--- config.mk ---
export PLATFORM = sky130hd
export DESIGN_NAME = pe_param
export DESIGN_NICKNAME = d
export VERILOG_FILES = /design/src/rtl/pe_param.sv
export SDC_FILE = /design/constraint.sdc
export NUM_CORES = 1
export LEC_CHECK = 0
export CELL_PAD_IN_SITES_DETAIL_PLACEMENT = 1
export CELL_PAD_IN_SITES_GLOBAL_PLACEMENT = 1
export CORE_MARGIN = 2
export CORE_UTILIZATION = 45
export DETAILED_ROUTE_END_ITERATION = 8
export PLACE_DENSITY_LB_ADDON = 0.05
export SKIP_CTS_REPAIR_TIMING = 1
export SLEW_MARGIN = 25
export SYNTH_ARGS = -nofsm -noshare
export SYNTH_HDL_FRONTEND = slang
export SYNTH_SLANG_ARGS = --single-unit
--- constraint.sdc ---
create_clock -name clock -period 3.2 [get_ports clock]
set_clock_uncertainty 0.2 [all_clocks]
set_input_delay 0.64 -clock clock [delete_from_list [all_inputs] [get_ports clock]]
set_output_delay 0.64 -clock clock [all_outputs]
set_load 0.01 [all_outputs]
--- src/rtl/pe_param.sv ---
// Parameterised processing element: two-stage operand-select / ALU pipeline with a
// local register file, accumulator and a run-time configuration word.
module pe_param #(
  parameter  int WIDTH    = 8,
  parameter  int NUM_NBR  = 4,
  parameter  int RF_DEPTH = 4,
  localparam int NSRC     = NUM_NBR + RF_DEPTH + 2,
  localparam int SELW     = $clog2(NSRC),
  localparam int AW       = $clog2(RF_DEPTH),
  localparam int SHW      = $clog2(WIDTH),
  localparam int CFG_W    = 4 + 2*SELW + AW + 2
) (
  input  logic                     clock,
  input  logic                     reset_n,
  input  logic                     en,
  input  logic                     cfg_we,
  input  logic [CFG_W-1:0]         cfg_in,
  input  logic [NUM_NBR*WIDTH-1:0] nbr_in,
  input  logic [WIDTH-1:0]         ext_in0,
  input  logic [WIDTH-1:0]         ext_in1,
  input  logic                     in_valid,
  output logic [WIDTH-1:0]         out,
  output logic                     out_valid
);

  localparam int SRC_EXT = NUM_NBR + RF_DEPTH;
  localparam int SRC_ACC = NUM_NBR + RF_DEPTH + 1;

  logic [CFG_W-1:0] r_cfg;
  logic [3:0]       w_op;
  logic [SELW-1:0]  w_sel [2];
  logic             w_wb_en;
  logic [AW-1:0]    w_wb_addr;
  logic             w_acc_en;

  assign w_op      = r_cfg[3:0];
  assign w_sel[0]  = r_cfg[4 +: SELW];
  assign w_sel[1]  = r_cfg[4+SELW +: SELW];
  assign w_wb_en   = r_cfg[4+2*SELW];
  assign w_wb_addr = r_cfg[5+2*SELW +: AW];
  assign w_acc_en  = r_cfg[5+2*SELW+AW];

  logic [WIDTH-1:0] w_nbr  [NUM_NBR];
  logic [WIDTH-1:0] w_ext  [2];
  logic [WIDTH-1:0] w_opnd [2];
  logic [WIDTH-1:0] r_rf   [RF_DEPTH];
  logic [WIDTH-1:0] r_acc;

  for (genvar g = 0; g < NUM_NBR; g++) begin : g_nbr
    assign w_nbr[g] = nbr_in[g*WIDTH +: WIDTH];
  end

  assign w_ext[0] = ext_in0;
  assign w_ext[1] = ext_in1;

  // Unassigned source indices fall through to zero.
  always_comb begin
    for (int k = 0; k < 2; k++) begin
      w_opnd[k] = '0;
      for (int i = 0; i < NUM_NBR; i++)
        if (w_sel[k] == SELW'(i)) w_opnd[k] = w_nbr[i];
      for (int i = 0; i < RF_DEPTH; i++)
        if (w_sel[k] == SELW'(NUM_NBR + i)) w_opnd[k] = r_rf[i];
      if (w_sel[k] == SELW'(SRC_EXT)) w_opnd[k] = w_ext[k];
      if (w_sel[k] == SELW'(SRC_ACC)) w_opnd[k] = r_acc;
    end
  end

  // Stage-1 registers carry the capture-time config so later cfg writes cannot leak in.
  logic [WIDTH-1:0] r_a, r_b;
  logic [3:0]       r_op;
  logic             r_wb_en, r_acc_en;
  logic [AW-1:0]    r_wb_addr;
  logic [2:1]       r_vld_pipe;
  logic [WIDTH-1:0] r_out;
  logic [WIDTH-1:0] w_alu;

  always_comb begin
    w_alu = '0;
    case (r_op)
      4'd0:    w_alu = r_a | r_b;
      4'd1:    w_alu = r_a & r_b;
      4'd2:    w_alu = r_a ^ r_b;
      4'd3:    w_alu = r_a << r_b[SHW-1:0];
      4'd4:    w_alu = r_a + r_b;
      4'd5:    w_alu = r_a - r_b;
      4'd6:    w_alu = r_a >> r_b[SHW-1:0];
      4'd7:    w_alu = r_a;
      4'd8:    w_alu = (r_a < r_b) ? r_a : r_b;
      4'd9:    w_alu = (r_a < r_b) ? r_b : r_a;
      default: w_alu = '0;
    endcase
  end

  always_ff @(posedge clock or negedge reset_n) begin
    if (!reset_n)    r_cfg <= '0;
    else if (cfg_we) r_cfg <= cfg_in;
  end

  always_ff @(posedge clock or negedge reset_n) begin
    if (!reset_n) begin
      r_a        <= '0;
      r_b        <= '0;
      r_op       <= '0;
      r_wb_en    <= 1'b0;
      r_wb_addr  <= '0;
      r_acc_en   <= 1'b0;
      r_vld_pipe <= '0;
      r_out      <= '0;
      r_acc      <= '0;
      for (int i = 0; i < RF_DEPTH; i++) r_rf[i] <= '0;
    end else if (en) begin
      r_a           <= w_opnd[0];
      r_b           <= w_opnd[1];
      r_op          <= w_op;
      r_wb_en       <= w_wb_en;
      r_wb_addr     <= w_wb_addr;
      r_acc_en      <= w_acc_en;
      r_vld_pipe[1] <= in_valid;
      r_vld_pipe[2] <= r_vld_pipe[1];
      r_out         <= w_alu;
      // No bypass: a capture at this same edge already sampled the old RF/acc.
      if (r_vld_pipe[1]) begin
        if (r_wb_en)  r_rf[r_wb_addr] <= w_alu;
        if (r_acc_en) r_acc           <= w_alu;
      end
    end
  end

  assign out       = r_out;
  assign out_valid = r_vld_pipe[2];

endmodule

==> After elaboration in Yosys (flattened, before gate mapping) <==
Index checks and enable logic that the tools add are counted.
{ "word_totals": {"reg_bits": 90, "out_inout_bits": 9, "elab_cells": 84} }
{ "classes": {"add_sub_neg": 2, "magnitude_cmp": 3, "n_eq_ne": 27, "shift": 2, "muxes": 26, "bitwise": 4, "reduce_logical": 6} }
{ "op_table": {"columns": ["cell", "n"], "rows": [
  ["8-bit two-way mux", 23],
  ["8-bit one-hot mux with 10 select lines", 1],
  ["4-bit by 3-bit equality test with 1-bit output, second input constant", 12],
  ["32-bit bitwise mux", 1],
  ["4-bit by 2-bit equality test with 1-bit output, second input constant", 6],
  ["4-bit equality test, second input constant", 6],
  ["8-bit demux with 2-bit select", 1],
  ["4-bit by 1-bit equality test with 1-bit output, second input constant", 3],
  ["4-bit zero test", 3],
  ["8-bit adder", 1],
  ["8-bit bitwise AND", 1],
  ["8-bit less-than comparator", 1],
  ["8-bit OR", 1],
  ["8-bit by 3-bit left shift with 8-bit output", 1],
  ["8-bit by 3-bit >> shifter with 8-bit output", 1],
  ["8-bit subtractor", 1],
  ["8-bit bitwise XOR", 1],
  ["3-bit AND reduction", 2],
  ["3-bit >= comparator, second input constant", 1],
  ["3-bit by 1-bit less-than comparator with 1-bit output, second input constant", 1],
  ["2-bit inverter with 3-bit output", 1],
  ["1-bit logical AND", 1]
]} }

==> Longest topological paths before layout <==
Gate-level depths: netlist (run 1).
{ "depth": {"ltp_word": 11, "ltp_mapped": 12, "ltp_nobuf": 9} }

==> Worst setup path after synthesis (run 1) <==
Ideal clock, no wire load.
{ "synth_timing": {"path_type": "reg-to-reg", "startpoint": "register r_a[5]", "endpoint": "register r_acc[4]", "setup_ns": 0.125, "arrival_time_ns": 2.548, "required_time_ns": 2.875, "setup_slack_ns": 0.327, "stages_incl_launch_ff": 11, "synth_period_minus_slack_ns": 2.873, "path_cell_list": "dfrtp_1 clkbuf_1 inv_1 ha_1 clkbuf_1 nor3_1 nand2_1 and3_1 nor3_1 o2111ai_2 mux2_2"} }
{ "synth_via": {"elab_chain_cells": 3, "elab_cells_between_ends": 6, "cone_classes": "order compare (1); shift (2); mux (3)"} }
{ "synth_rtl": {"columns": ["element", "line", "source"], "rows": [
  ["start, declared", "70", "logic [WIDTH-1:0] r_a, r_b;"],
  ["start signal, assigned", "113", "r_a <= w_opnd[0];"],
  ["8-bit less-than comparator", "89, 90", null],
  ["8-bit two-way mux, on equally long branches", "90, 89", null],
  ["8-bit one-hot mux with 10 select lines *", "80", "case (r_op)"],
  ["end signal, assigned", "125", "if (r_acc_en) r_acc <= w_alu;"],
  ["end, declared", "47", "logic [WIDTH-1:0] r_acc;"]
]} }
Mark *: on every way between the ends. The rest lies on a longest branch, timed or not.
A chain may end at the register's enable or synchronous reset.

==> Worst setup path in the final report (run 1) <==
{ "layout_timing": {"startpoint": "register r_a[3]", "endpoint": "register r_rf[19] in the netlist's numbering"} }
{ "layout_via": {"elab_chain_cells": 4, "elab_cells_between_ends": 12, "cone_classes": "add/sub (2); order compare (1); shift (2); mux (4); bitwise (3)"} }
{ "layout_rtl": {"columns": ["element", "line", "source"], "rows": [
  ["8-bit less-than comparator", "89, 90", null],
  ["8-bit two-way mux, on equally long branches", "90, 89", null],
  ["8-bit one-hot mux with 10 select lines *", "80", null],
  ["32-bit bitwise mux *", "124", "if (r_wb_en) r_rf[r_wb_addr] <= w_alu;"],
  ["end signal, assigned by index", "124", null],
  ["end, declared", "46", "logic [WIDTH-1:0] r_rf [RF_DEPTH];"]
]} }
Marked as above.

==> impl_metrics.yaml, run 1 <==
outcome:
  status: "complete, no violations"
worst_setup_path:
  ff2ff_path_depth: 8
  path_delay_family: "compound AO/OA/AOI/OAI gates"
  required_ps: 3240
  slowest_stage: "dfrtp_1"
  worst-path-max-fanout: 7
  end_kind: "flop"
  cp_cell_sequence: "inv_1, ha_1, inv_1, nor3_1, nor2_1, a211oi_1, o2111ai_2, mux2_2"
  startpoint_type: "flop"
  crit_top_cell: "inv_1"
  crit_cells: 8
  cp.arrival_ps: 3030
  worst_path_largest_cell_delay_ps: 560
  crit_type: "flop to flop"
  path_buf_inv: 2
floorplan:
  rows: 45
  chipHeight_um: 128.7
  core_area_mm2: 0.01520
  die_area_mm2: 0.01656
  initial_core_util: 0.4602
  die_width_um: 128.7
  io_pins: 78
cts:
  clk_latency_ps: 350
  clockBufferDepth: 2
  numCtsBuffers: 9
  cts_root_buf: "clkbuf_16"
  cts_tree: "yes"
  cts.sinks: 90
  clk_pin_slew_ps: 70
  cts-htree-levels: 3
timing:
  maxSlewHeadroom: 0.3973
  setup_viol: 0
  fin_setup_tns_ps: 0
  hold_viol: 0
  fmax_ghz: 0.3345
  fin_crit_ps: 2990
  rsz0062_at_grt: "no"
  drv_slew: 0
  finalCritPeriodShare: 0.9343
  worstMarginPinSlew_ps: 904.1
global_routing:
  grt_overflow: 0
  grt_max_degree: 50
  grt_pass1_wl_um: 40130
  grt_usage: 0.3193
  antenna_found_initial: 0
  grt_pass1_vias: 7093
routing:
  viasPerCell: 6.391
  drt_iter0_drc: 474
  drc: 0
  drt_wl_total_um: 25150
  drt-pass1-iter-count: 4
  ant_nets: 0
  wire_per_inst_um: 24.88
  vias: 6461
layout:
  syn_to_final_growth_pct: 20.19
  nNetsFinal: 918
  n_antenna_cell: 0
  fin_area_mm2: 0.008409
  drive_gt1_frac: 0.1993
logic_synthesis:
  ys.flop_type: "dfrtp_1"
  avgSynthCellArea_um2: 9.366
  syn_inst: 747
  ys_ff_latch: 90
  ys_seq_area_frac: 0.3219
  syn_area_mm2: 0.006997
  syn-num-nets: 847
  async_flop_share: 1.000
  synth-edff-count: 0
  yosysWarnings: 0
  yosysUniqueCellTypes: 78
power_and_ir_drop:
  clockPowerShare: 0.180
  power_density_mw_per_mm2: 663.6
  p_seq_frac: 0.336
  p_int_mw: 3.246
  netSwitchingFraction: 0.4184
  ir_worst_vdd_mv: 0.3164
  p_switching_mw: 2.335
  power_leakage_nw: 3.434
  p_comb_frac: 0.484
place:
  dp_hpwl_um: 19420
  io_buffers: 77
  place.gp.congestion: 0.9268
  place_area_mm2: 0.008095
min_path:
  min_path_type: "primary input to async pin"
job:
  maxCapViolCount: 0
layout by cell type (no fill, tap or decap), types with 5 or more instances in the layout:
cell type	netlist	routed
clkbuf_16	0	9
nor3_1	13	13
nand2b_1	6	6
ha_1	29	29
and2_1	10	10
mux4_2	14	14
mux2i_1	36	36
o211a_1	6	6
a211oi_1	11	9
nand3_1	11	11
mux2_2	58	58
a21oi_1	50	50
nand2_1	41	40
a22oi_1	17	17
o21ai_0	45	45
nor2b_1	10	10
clkdlybuf4s50_1	0	75
buf_4	0	48
nor2_1	71	71
a41oi_1	6	6
inv_1	23	23
a221oi_1	10	10
a31oi_1	12	12
a22o_1	10	10
o22ai_1	5	5
nor3b_1	8	7
dfrtp_1	90	90
o31ai_1	5	5
cell type report:
type | count | area (um2)
clock buffers | 10 | 229.0
clock inverters | 6 | 42.54
fillers | 1718 | 6793
inverters | 23 | 86.33
multi-input cells | 569 | 4428
flip-flops and latches | 90 | 2252
well taps | 188 | 235.2
repair buffers | 125 | 1136
registers in the layout (all words and copies together) (netlist names), 2 cells and up:
| register | flops |
|---|---|
| r_rf | 32 |
| r_vld_pipe | 2 |
| r_a | 8 |
| r_op | 4 |
| r_acc | 8 |
| r_b | 8 |
| r_cfg | 16 |
| r_wb_addr | 2 |
| out | 8 |
cells in the mapped netlist (all sizes together) (11+ instances only):
library cell  count  area share
a211oi           11       0.012
mux2             58       0.093
a31oi            13       0.014
clkbuf           42       0.023
a21oi            50       0.036
nand2            41       0.022
nand3            11      0.0079
mux4             14       0.045
nor2             71       0.038
nor3             14       0.011
a22oi            17       0.018
o21ai            45       0.032
inv              23       0.012
mux2i            37       0.055
a221oi           11       0.015
dfrtp            90        0.32
buf              23       0.017
ha               29       0.052
per-stage QoR:
step           hold WS (ps)  power (mW)  instances  worst slack, ps    util
2_1_floorplan         144.4       3.495        747            327.4       -
3_3_place_gp          280.4       4.382        995            165.9  0.5325
3_5_place_dp          294.6       4.503        995            111.7  0.5325
4_1_cts               89.09       5.527       1011            88.69  0.5504
5_1_grt               106.3       5.925       1011            34.88  0.5532
6_report              72.22       5.580       1011            210.3  0.5532
worst register-to-register path, stage by stage (launching register included):
cell	delay [ps]
dfrtp_1	560
inv_1	150
ha_1	400
inv_1	130
nor3_1	270
nor2_1	90
a211oi_1	430
o2111ai_2	300
mux2_2	350
final timing paths:
| check | start | endpoint | slack [ps] |
|---|---|---|---|
| setup / recovery | r_a[3]$_DFFE_PN0P_ | r_rf[19]$_DFFE_PN0P_ | 210 |
| hold / removal | reset_n | r_cfg[5]$_DFFE_PN0P_ | 70 |
| setup reg to reg | r_a[3]$_DFFE_PN0P_ | r_rf[19]$_DFFE_PN0P_ | 210 |
| hold reg to reg | r_vld_pipe[2]$_DFFE_PN0P_ | r_vld_pipe[2]$_DFFE_PN0P_ | 310 |
| max in group asynchronous | reset_n | r_rf[9]$_DFFE_PN0P_ | 2040 |
| min in group clock | r_vld_pipe[2]$_DFFE_PN0P_ | r_vld_pipe[2]$_DFFE_PN0P_ | 310 |
kinds of logic after synthesis:
family	count (synthesis)	share of synthesized area
and+or+nand+nor	207	0.1520
xor gates and xnor gates	5	0.006259
DFF	90	0.3219
muxes	109	0.1931
buffers and inverters	88	0.05204
AOI/OAI and AO/OA	217	0.2171
adders and majority gates	31	0.05758
routing by layer:
layer,GRT usage,share of wire,vias to the layer above
li1,-,-,2920
met1,0.4087,0.43,3263
met2,0.5372,0.49,228
met3,0.05281,0.045,50
met4,0.1349,0.037,0
met5,0,0,-
power groups by stage:
stage                     Sequential (mW)  Clock [mW]  Combinational (mW)
after floorplan                      1.74           0                1.75
after global placement               1.86           0                2.52
after detailed placement             1.88           0                2.63
after CTS                            1.86        1.02                2.64
after global routing                 1.92        1.07                2.93
final                                1.88        1.00                2.70
Note: power is estimated with default switching activity, not from simulation.
==> inputs of run 2 (changes only) <==
--- a/config.mk
+++ b/config.mk
@@ -8,7 +8,7 @@
 export CELL_PAD_IN_SITES_DETAIL_PLACEMENT = 1
 export CELL_PAD_IN_SITES_GLOBAL_PLACEMENT = 1
 export CORE_MARGIN = 2
-export CORE_UTILIZATION = 45
+export CORE_UTILIZATION = 35
 export DETAILED_ROUTE_END_ITERATION = 8
 export PLACE_DENSITY_LB_ADDON = 0.05
 export SKIP_CTS_REPAIR_TIMING = 1
==> constraint.sdc (replaced) <==
create_clock -name clock -period 3.2 [get_ports clock]
set_clock_uncertainty 0.2 [all_clocks]
set_input_delay 0.32 -clock clock [delete_from_list [all_inputs] [get_ports clock]]
set_output_delay 0.32 -clock clock [all_outputs]
set_load 0.01 [all_outputs]
==> run 2 against run 1 <==
Fmax fell by 2.2%; largest cell class unchanged; register-to-register slack worse by 70 ps; largest power group unchanged; worst hold slack gained 45 ps.
==> impl_metrics.yaml, run 2 (synthesis gave the netlist of run 1 again) <==
worst_setup_path:
  startpoint_type: "flop"
  end_kind: "flop"
  required_ps: 3240
  worst-path-max-fanout: 6
  crit_type: "flop to flop"
  cp.arrival_ps: 3100
outcome:
  status: "complete, no violations"
place:
  post-place-ws_ps: 4.933
  place.gp.congestion: 0.8839
  dp.cells: 1072
  place_area_mm2: 0.008192
  io_buffers: 77
  dp_hpwl_um: 19970
routing:
  drc: 0
  top_layer: "met4"
  wire_per_inst_um: 23.62
  ant_nets: 0
  wl_met3_um: 956
  drt-pass1-iter-count: 4
  vias: 6358
  met2_length_um: 12430
  wirelength_met1_um: 11770
  drt_iter0_drc: 434
  viasPerCell: 5.828
  drt_wl_total_um: 25770
global_routing:
  grt_overflow: 0
  grt_usage: 0.2478
  grt_pass1_vias: 6854
  grt_pass1_wl_um: 40810
  grt_max_degree: 52
  antenna_found_initial: 2
cts:
  cts.sinks: 90
  cts_root_buf: "clkbuf_16"
  clk_pin_slew_ps: 70
  numCtsBuffers: 9
  cts_tree: "yes"
  clk_latency_ps: 360
  clockBufferDepth: 2
  cts-htree-levels: 3
layout:
  fin_area_mm2: 0.008581
  regMostFlops: "r_rf"
  utilization: 0.4394
  nNetsFinal: 919
  reg_top3: "r_rf x32, r_cfg x16"
  drive_gt1_frac: 0.2002
  fin_cells: 1091
  final_common_cell: "dfrtp_1"
  largest_reg_flops: 32
  layout_common_cells: "90 x dfrtp_1, 75 x clkdlybuf4s50_1, 71 x nor2_1"
  syn_to_final_growth_pct: 22.64
floorplan:
  die_width_um: 145.4
  core_area_mm2: 0.01953
  die_area_mm2: 0.02114
  initial_core_util: 0.3583
  rows: 51
  chipHeight_um: 145.4
  io_pins: 78
min_path:
  min_path_type: "primary input to flop"
timing:
  drv_slew: 0
  worstMarginPinSlew_ps: 793.7
  fin_crit_ps: 3058
  fin_setup_tns_ps: 0
  setup_slack_ps: 141.7
  hold_viol: 0
  setup_viol: 0
  maxSlewHeadroom: 0.4653
  whs_ps: 117.1
  finalCritPeriodShare: 0.9557
  fmax_ghz: 0.3270
power_and_ir_drop:
  power_density_mw_per_mm2: 672.3
  power_leakage_nw: 3.464
  power_mw: 5.769
  ir_worst_vdd_mv: 0.2894
job:
  maxCapViolCount: 0
-- run 2: cell types whose count changed in the layout (fill, tap and decap cells not counted), sizes merged --
cell,delta
bufinv,+2
clkinv,-1
clkinvlp,-2
diode,+2
dlygate4sd3,+1
inv,+1
-- run 2: layout make-up --
class | count | area (um2)
Fill cell | 2259 | 10950
Multi-Input combinational cell | 569 | 4423
Sequential cell | 90 | 2252
Timing Repair Buffer | 126 | 1146
Tap cell | 265 | 331.6
Clock buffer | 10 | 239.0
Clock inverter | 6 | 97.59
Inverter | 23 | 86.33
Antenna cell | 2 | 5.005
-- run 2: layer usage --
| layer | global-route usage | vias to the layer above |
|---|---|---|
| met3 | 0.04263 | 39 |
| met1 | 0.3294 | 3219 |
| met4 | 0.08039 | 0 |
| li1 | - | 2932 |
| met5 | 0 | - |
| met2 | 0.4121 | 168 |
-- run 2: worst max-delay path, cell delays in order (launching register included) --
cell and delay [ps]:
dfrtp_1 420, inv_1 100, ha_1 360, inv_1 160, a221oi_4 450, a211oi_2 200
o31ai_1 370, o2111ai_2 310, mux2_2 370
-- run 2: path summary, 6_finish.rpt --
path                       slack (ps)                        to  cells after the start                   from
max reg2reg                       140       r_rf[4]$_DFFE_PN0P_                      8     r_b[5]$_DFFE_PN0P_
max                               140       r_rf[4]$_DFFE_PN0P_                      8     r_b[5]$_DFFE_PN0P_
min in group asynchronous         330      r_cfg[9]$_DFFE_PN0P_                      2                reset_n
min                               120  r_wb_addr[1]$_DFFE_PN0P_                      2                     en
min reg2reg                       310     r_cfg[14]$_DFFE_PN0P_                      1  r_cfg[14]$_DFFE_PN0P_
max in group asynchronous        1780       r_rf[6]$_DFFE_PN0P_                      3                reset_n
-- run 2: power breakdown --
group	total, mW	switching, mW	internal (mW)
clock	1.21	0.493	0.717
sequential	1.89	0.398	1.50
combinational	2.67	1.46	1.21
